[src/rtl/wbc_arbiter.sv]
// Round-robin arbiter for the shared control WISHBONE bus.
// Four masters (0 pcic, 1 turfc, 2 hkmc, 3 wbvio) compete for the bus. The
// arbiter grants one owner per cyc tenure, with no preemption. A per-transfer
// watchdog ends a stalled strobe with a one-cycle forced error, so a missing
// slave ack cannot lock the bus.
module wbc_arbiter #(
  parameter int unsigned TIMEOUT_CYCLES = 1024,
  parameter int unsigned TMO_WIDTH      = 16
) (
  input  logic       clk_i,
  input  logic       rst_i,
  input  logic [3:0] cyc_i,
  input  logic [3:0] stb_i,
  input  logic [3:0] master_en_i,
  input  logic       ack_i,
  input  logic       err_i,
  input  logic       rty_i,
  output logic [3:0] grant_o,
  output logic [1:0] grant_idx_o,
  output logic       grant_valid_o,
  output logic       force_err_o,
  output logic       stb_block_o,
  output logic       timeout_o,
  output logic [7:0] timeout_count_o
);

  typedef enum logic [1:0] {StIdle, StOwn, StTmo} state_e;

  // Last counter value before a stalled strobe times out.
  localparam logic [TMO_WIDTH-1:0] TmoLimit = TMO_WIDTH'(TIMEOUT_CYCLES - 1);
  localparam logic [TMO_WIDTH-1:0] TmoMax   = '1;

  state_e               state_q, state_d;
  logic [3:0]           grant_q, grant_d;
  logic [1:0]           grant_idx_q, grant_idx_d;
  logic                 grant_valid_q;
  logic [TMO_WIDTH-1:0] wdog_q, wdog_d;
  logic [7:0]           tmo_cnt_q, tmo_cnt_d;
  logic                 tmo_q;

  logic [3:0] req;
  logic [1:0] rr_cand;
  logic [1:0] rr_winner;
  logic       rr_found;
  logic       owner_cyc;
  logic       owner_stb;
  logic       term;

  // A disabled master can finish its tenure but cannot win a new one.
  assign req       = cyc_i & master_en_i;
  assign owner_cyc = cyc_i[grant_idx_q];
  assign owner_stb = stb_i[grant_idx_q];
  assign term      = ack_i | err_i | rty_i;

  // Round-robin search: first request strictly after the last owner, wrapping.
  always_comb begin
    rr_found  = 1'b0;
    rr_winner = grant_idx_q;
    rr_cand   = '0;
    for (int unsigned i = 1; i <= 4; i++) begin
      rr_cand = grant_idx_q + 2'(i);
      if (!rr_found && req[rr_cand]) begin
        rr_found  = 1'b1;
        rr_winner = rr_cand;
      end
    end
  end

  // Next-state logic for ownership, watchdog and expiry counter.
  always_comb begin
    state_d     = state_q;
    grant_d     = grant_q;
    grant_idx_d = grant_idx_q;
    wdog_d      = wdog_q;
    tmo_cnt_d   = tmo_cnt_q;

    unique case (state_q)
      StIdle: begin
        wdog_d = '0;
        if (rr_found) begin
          state_d     = StOwn;
          grant_d     = 4'b0001 << rr_winner;
          grant_idx_d = rr_winner;
        end
      end

      StOwn: begin
        if (!owner_cyc) begin
          // grant_idx is kept; it is the round-robin pointer for the next search.
          state_d = StIdle;
          grant_d = '0;
          wdog_d  = '0;
        end else if (!owner_stb || term) begin
          wdog_d = '0;
        end else if (wdog_q == TmoLimit) begin
          // A termination in this same cycle would have taken the branch above.
          state_d   = StTmo;
          wdog_d    = '0;
          tmo_cnt_d = (tmo_cnt_q == 8'hff) ? tmo_cnt_q : tmo_cnt_q + 8'd1;
        end else begin
          wdog_d = (wdog_q == TmoMax) ? wdog_q : wdog_q + TMO_WIDTH'(1);
        end
      end

      StTmo: begin
        // Any late ack in this cycle is ignored; the owner only sees the error.
        wdog_d = '0;
        if (owner_cyc) begin
          state_d = StOwn;
        end else begin
          state_d = StIdle;
          grant_d = '0;
        end
      end

      default: begin
        state_d = StIdle;
        grant_d = '0;
        wdog_d  = '0;
      end
    endcase
  end

  // State and output registers; outputs are flops so no input reaches them combinationally.
  always_ff @(posedge clk_i) begin
    if (rst_i) begin
      state_q       <= StIdle;
      grant_q       <= '0;
      grant_idx_q   <= 2'd3;
      grant_valid_q <= 1'b0;
      wdog_q        <= '0;
      tmo_cnt_q     <= '0;
      tmo_q         <= 1'b0;
    end else begin
      state_q       <= state_d;
      grant_q       <= grant_d;
      grant_idx_q   <= grant_idx_d;
      grant_valid_q <= |grant_d;
      wdog_q        <= wdog_d;
      tmo_cnt_q     <= tmo_cnt_d;
      tmo_q         <= (state_d == StTmo);
    end
  end

  assign grant_o         = grant_q;
  assign grant_idx_o     = grant_idx_q;
  assign grant_valid_o   = grant_valid_q;
  assign force_err_o     = tmo_q;
  assign stb_block_o     = tmo_q;
  assign timeout_o       = tmo_q;
  assign timeout_count_o = tmo_cnt_q;

endmodule
[config.mk]
export PLATFORM = sky130hd
export DESIGN_NAME = wbc_arbiter
export DESIGN_NICKNAME = d
export VERILOG_FILES = /design/src/rtl/wbc_arbiter.sv
export SDC_FILE = /design/constraint.sdc
export NUM_CORES = 1
export LEC_CHECK = 0
export ABC_CLOCK_PERIOD_IN_PS = 2500
export CORE_MARGIN = 8
export CORE_UTILIZATION = 45
export DETAILED_ROUTE_END_ITERATION = 6
export GPL_TIMING_DRIVEN = 0
export MAX_ROUTING_LAYER = met4
export PLACE_DENSITY = 0.71
export SLEW_MARGIN = 25
export SYNTH_ARGS = -nofsm -noshare
export SYNTH_HDL_FRONTEND = slang
export SYNTH_SLANG_ARGS = --single-unit
[constraint.sdc]
create_clock -name clk_i -period 2.5 [get_ports clk_i]
set_input_delay 0.5 -clock clk_i [delete_from_list [all_inputs] [get_ports clk_i]]
set_output_delay 0.5 -clock clk_i [all_outputs]
set_load 0.02 [all_outputs]
# Word level (Yosys, flattened, before mapping)
# Cells that the tools add are included.
classes:
  add_sub_neg: 5
  n_mul: 0
  div: 0
  magnitude_cmp: 4
  eq_ne: 6
  n_shift: 1
  muxes: 29
  bitwise: 7
  n_reduce_logical: 14
op_table:
  columns: ["operator", "n"]
  rows:
  - ["$add 16x1->16 const B", 1]
  - ["$eq 16x10->1 const B", 1]
  - ["$eq 16x16->1 const B", 1]
  - ["$mux 2", 8]
  - ["$bmux 1 s2", 6]
  - ["$lt 2x3->1 const B", 4]
  - ["$mux 1", 11]
  - ["$add 8x1->8 const B", 1]
  - ["$eq 8x8->1 const B", 1]
  - ["$mux 4", 2]
  - ["$pmux 4 s2", 1]
  - ["$pmux 2 s3", 1]
  - ["$reduce_and 5->1", 1]
  - ["$reduce_or 5->1", 1]
  - ["$add 2x2->2 const B", 2]
  - ["$and 4x4->4", 1]
  - ["$eq 2x2->1 const B", 2]
  - ["$logic_not 1->1", 4]
  - ["$not 1->1", 4]
  - ["$reduce_or 4->1", 1]
  - ["$shl 1x2->4 const A", 1]
  - ["$logic_and 1x1->1", 3]
  - ["$add 2x1->2 const B", 1]
  - ["$eq 2x1->1 const B", 1]
  - ["5 further kinds", 6]
totals:
  regBits: 34
  latch_bits: 0
  mem_bits_rw: 0
  rom_bits: 0
  input_bits: 17
  output_inout_bits: 18
  word_cells: 73
  memories: 0

# Logic depth before layout (Yosys ltp)
logic_depth:
  ltp_word: 17
  depth_mapped: 9
  ltp_nobuf: 6

# Worst setup path after synthesis
# Ideal clock, no wire load.
synth_timing:
  kind: "register to register"
  from: "register wdog_q[10]"
  to: "register tmo_cnt_q[5], in the netlist timeout_count_o[5]"
  setup_ns: 0.123
  arrival_ns: 2.163
  required_time_ns: 2.377
  setup_slack_ns: 0.214
  path_stages_with_launch: 7
  path_buffers: 1
  period_less_slack_ns: 2.286
  path_cell_list: "dfxtp_1 or4_1 or4_1 buf_2 nor4_4 nand3_1 mux2_1"
synth_between:
  elab_chain_len: 2
synth_rtl:
  columns: ["item", "line_no", "source"]
  rows:
  - ["start, declared", "37", "logic [TMO_WIDTH-1:0] wdog_q, wdog_d;"]
  - ["start signal, assigned", "139", "wdog_q <= wdog_d;"]
  - ["$eq 16x10->1", "95", "end else if (wdog_q == TmoLimit) begin"]
  - ["$reduce_and 5->1 (no line)", null, null]
  - ["end signal, assigned", "140", "tmo_cnt_q <= tmo_cnt_d;"]
  - ["end, declared", "38", "logic [7:0] tmo_cnt_q, tmo_cnt_d;"]
# No other way between the ends.
# A chain may end at the register's enable or synchronous reset.

# Worst setup path after layout
layout_timing:
  from: "register wdog_q[10]"
  to: "register tmo_cnt_q[7], in the netlist timeout_count_o[7]"
# Same word-level chain as after synthesis.

==> results.md <==
- Area after DPL: 0.00225 mm2
- Critical path buffer and inverter count: 1
- Final non-filler cell area: 0.00235 mm2
- Minimum period implied by the final worst setup slack: 2.38 ns
- Worst Hold Path Cells: 2
- Top FF cell, synth: dfxtp_1
- Arrival time at the worst endpoint: 2.55 ns
- Worst hold path type: flop to flop
- Element type at the critical path end: flop
- Worst Reg-to-Reg Cells: 6
- Total I/O pin count: 35
- Number of buffers created by CTS: 5
- Floorplan core area: slightly below 0.004 mm2
- Stage delay of the slowest cell on the critical path: about 0.52 ns
- Status: finished clean
- Destination of the worst register-to-register timing path: timeout_count_o[7]$_SDFFE_PP0P_
- Total of fill cells in the finished design: 376
- Top cell by count, worst path: or4_1
- Clock-pin slew on the worst setup and hold paths: 0.07 ns
- Detail-routed via count per cell: 5.45
- #FFs+latches synth: 34
- Final hold violation count: 0
- Global-route wire length before repair: 6650 um
- Worst hold slack: 0.485 ns
- Net Sw Power: 0.292 mW
- Area growth, synth to finish: 27.4%
- Synthesized area per cell: 8.58 um2
- Via count: 1673
- Post-synthesis cell type count: 50
- Number of input and output port buffers inserted: 34
- Register area share after synthesis: 36.9%
- Sort of element at the start of the critical path: flop
- Leakage power summed over all cells: 0.788 nW
- Unrepaired setup endpoints after global routing: no
- Number of antenna violations at the first check in global routing: 0
- Share of the synthesized area in the top cell type: 36.9%
- Max Transition Viols Final: 0
- Critical path fanouts, max: 8
- Launch point of the worst reg-to-reg path: wdog_q[10]$_SDFFE_PP0P_
- Weighted congestion reported at the end of routability-driven placement: about 0.85
- Maximum root-to-sink buffer count: 2
- Number of cell rows: 23
- Clk pwr share: around 36%
- Synth area leaders: dfxtp_1, nor2_1, xnor2_1
- Commonest cells after routing, fill and taps aside: dfxtp_1, clkdlybuf4s50_1, nor2_1, nand2_1, nand3_1
- Startpoint-to-endpoint class of the critical path: flop to flop
- Fin util: 59.2%
- Clock sinks: 34
- Die Height: 80.0 um
- Ratio of cells with drive above 1 in the final layout: under 10%
- Internal power consumption: around 0.86 mW
- Setup skew after layout: 0.00449 ns
- Required time of the worst setup path: 2.67 ns
- Total power after layout: 1.15 mW
- Clock insertion delay at the later pin of the skew report: 0.28 ns
- DR DRC count: 0
- CP Depth: 6
- Count of antenna-violating nets left after detailed routing: 0
- Synth area leader: dfxtp_1
- Effective utilization at floorplan: 46.4%
- Logic pwr share: 15.0%
- Start point of the worst hold path: grant_o[0]$_SDFF_PP0_
- Slowest CP cell: or4_1
- Iteration count of the initial detailed-routing pass: 4
- Mapped Area: ~0.0018 mm2
- Proportion of synthesized flip-flops having asynchronous set or reset: 0%
- Power density relative to cell area: 491 mW/mm2
- Net Count, Synth: 238
- Register-to-Register Setup Slack: about 0.12 ns
- Count of endpoints failing setup in the final report: 0
- Reported max-cap violation count: 0
- Wire per inst: roughly 13 um
- Slew at the pin with the worst max-slew slack: 0.566 ns
- Number of global-route vias before repair: between 1000 and 1500
- Sequential cell fraction of total power: 48.9%
- Clock root buffer: clkbuf_8
- CP Launch Point: wdog_q[10]$_SDFFE_PP0P_
- TritonCTS clock tree: yes
- Final Cycle Share: between 90% and 100%
- Largest delay share family, worst path: simple AND/OR/NAND/NOR gates
- Number of cells in the design after placement: 299
- Overflow after GRT: 0
- Floorplan die area: 0.00640 mm2
- Worst min-delay path endpoint: grant_o[0]$_SDFF_PP0_
- Max-Slew Margin vs Limit: 61.9%
- GR Util All Layers: 13.1%
- Iteration-0 DRC Markers: 87
- Fraction of power spent switching nets: 25.3%
- Cells after synthesis: ~220
- Post-synth EDFFs: 0
- Max VDD drop: ~0.34 mV
- Die width: 80.0 um
- Antenna diode count: 0
- Net count reported at finish: around 280
- H-tree depth: 2
- Maximum number of pins on one net before global-route repair: 11
- Number of warnings printed during yosys synthesis: 0
- Placed wire-length estimate after detailed placement: 3040 um
- Maximum frequency from static timing analysis: ~420 MHz
- Total wire length: 4040 um
- Non-filler cells, final: approximately 310
- Cell Chain, Critical Path: or4_1 -> or4_1 -> buf_2 -> nor4_4 -> nand3_1 -> mux2_1
[state kept, by name, summed over array words and instances, names as in the netlist]
name	count
force_err_o	1
timeout_count_o	8
wdog_q	16
state_q	2
grant_o	4
grant_valid_o	1
grant_idx_o	2
[Yosys cell counts, types with 2 or more instances]
master     instances
dfxtp_1           34
nor2_1            28
nand2_1           18
nand3_1           15
xnor2_1           11
a21oi_1            9
nor3_1             9
a211oi_1           6
ha_1               6
and3_1             5
nand4_1            5
nor4_1             5
o21ai_0            5
buf_2              4
clkbuf_1           4
inv_1              3
nor2b_1            3
a2bb2oi_1          2
a31oi_1            2
and2_1             2
buf_4              2
mux2_1             2
mux2i_1            2
mux4_2             2
nand3b_1           2
nor3b_1            2
nor4b_1            2
o41ai_1            2
or4_1              2
[cell type report]
class                   count  area [um2]  area share [%]
multi-input cells         167        1110            47.1
flip-flops and latches     34         681            29.0
repair buffers             35         348            14.8
clock buffers               7        86.3            3.67
well taps                  50        62.6            2.66
plain buffers              10        50.0            2.13
inverters                   3        11.3           0.479
clock inverters             1        5.00           0.213
[routing by layer]
metal,global-route usage [%],up-vias,wire length [um]
li1,-,869,-
met4,4.36,0,42
met1,15.4,762,1910
met3,4.05,4,277
met2,20.6,38,1810
met5,-,-,0
[stage by stage]
stage / setup slack, ns / setup TNS, ns
after detailed placement: -0.132 / -0.634
after global placement: -0.118 / -0.485
after floorplan: 0.214 / 0
after CTS: 0.0553 / 0
final: 0.122 / 0
after global routing: 0.0323 / 0
[cell families (layout without fill, tap and decap cells)]
kind of cell               count (synthesis)  in the layout  share of synthesized area (%)
AOI/OAI and AO/OA                         36             36                           13.4
xor gates and xnor gates                  11             11                           5.22
adders and majority gates                  6              6                           4.07
buffers and inverters                     14             56                           3.53
DFF                                       34             34                           36.9
muxes                                      7              7                           5.36
and+or+nand+nor                          107            107                           31.5
[power by group through the flow]
stage                     combinational, mW  clock (mW)  sequential (mW)
after floorplan                      0.0897           0            0.590
after CTS                             0.174       0.431            0.564
after global placement                0.173           0            0.577
after global routing                  0.190       0.461            0.566
after detailed placement              0.174           0            0.577
final                                 0.173       0.417            0.564
[worst register-to-register path, delay by kind of cell, from the launching register on]
family	cells	cell delay, ns
flops	1	0.38
simple gates	4	1.39
buf+inv	1	0.18
mux	1	0.32
[timing repair]
| item | CTS | global route |
|---|---|---|
| pin swaps | 0 | 1 |
| setup endpoints to repair | 2 | 7 |
| hold buffers | 0 | 0 |
| setup buffers | 0 | 1 |
| gates resized for setup | 0 | 2 |
[worst max path at each step]
stage / end / slack (ns)
after floorplan: timeout_count_o[5]$_SDFFE_PP0P_ / 0.21
after global placement: wdog_q[11]$_SDFFE_PP0P_ / -0.12
after detailed placement: wdog_q[11]$_SDFFE_PP0P_ / -0.13
after CTS: timeout_count_o[7]$_SDFFE_PP0P_ / 0.06
after global routing: timeout_count_o[7]$_SDFFE_PP0P_ / 0.03
final: timeout_count_o[7]$_SDFFE_PP0P_ / 0.12
No activity file was read; power rests on OpenSTA's default activity.
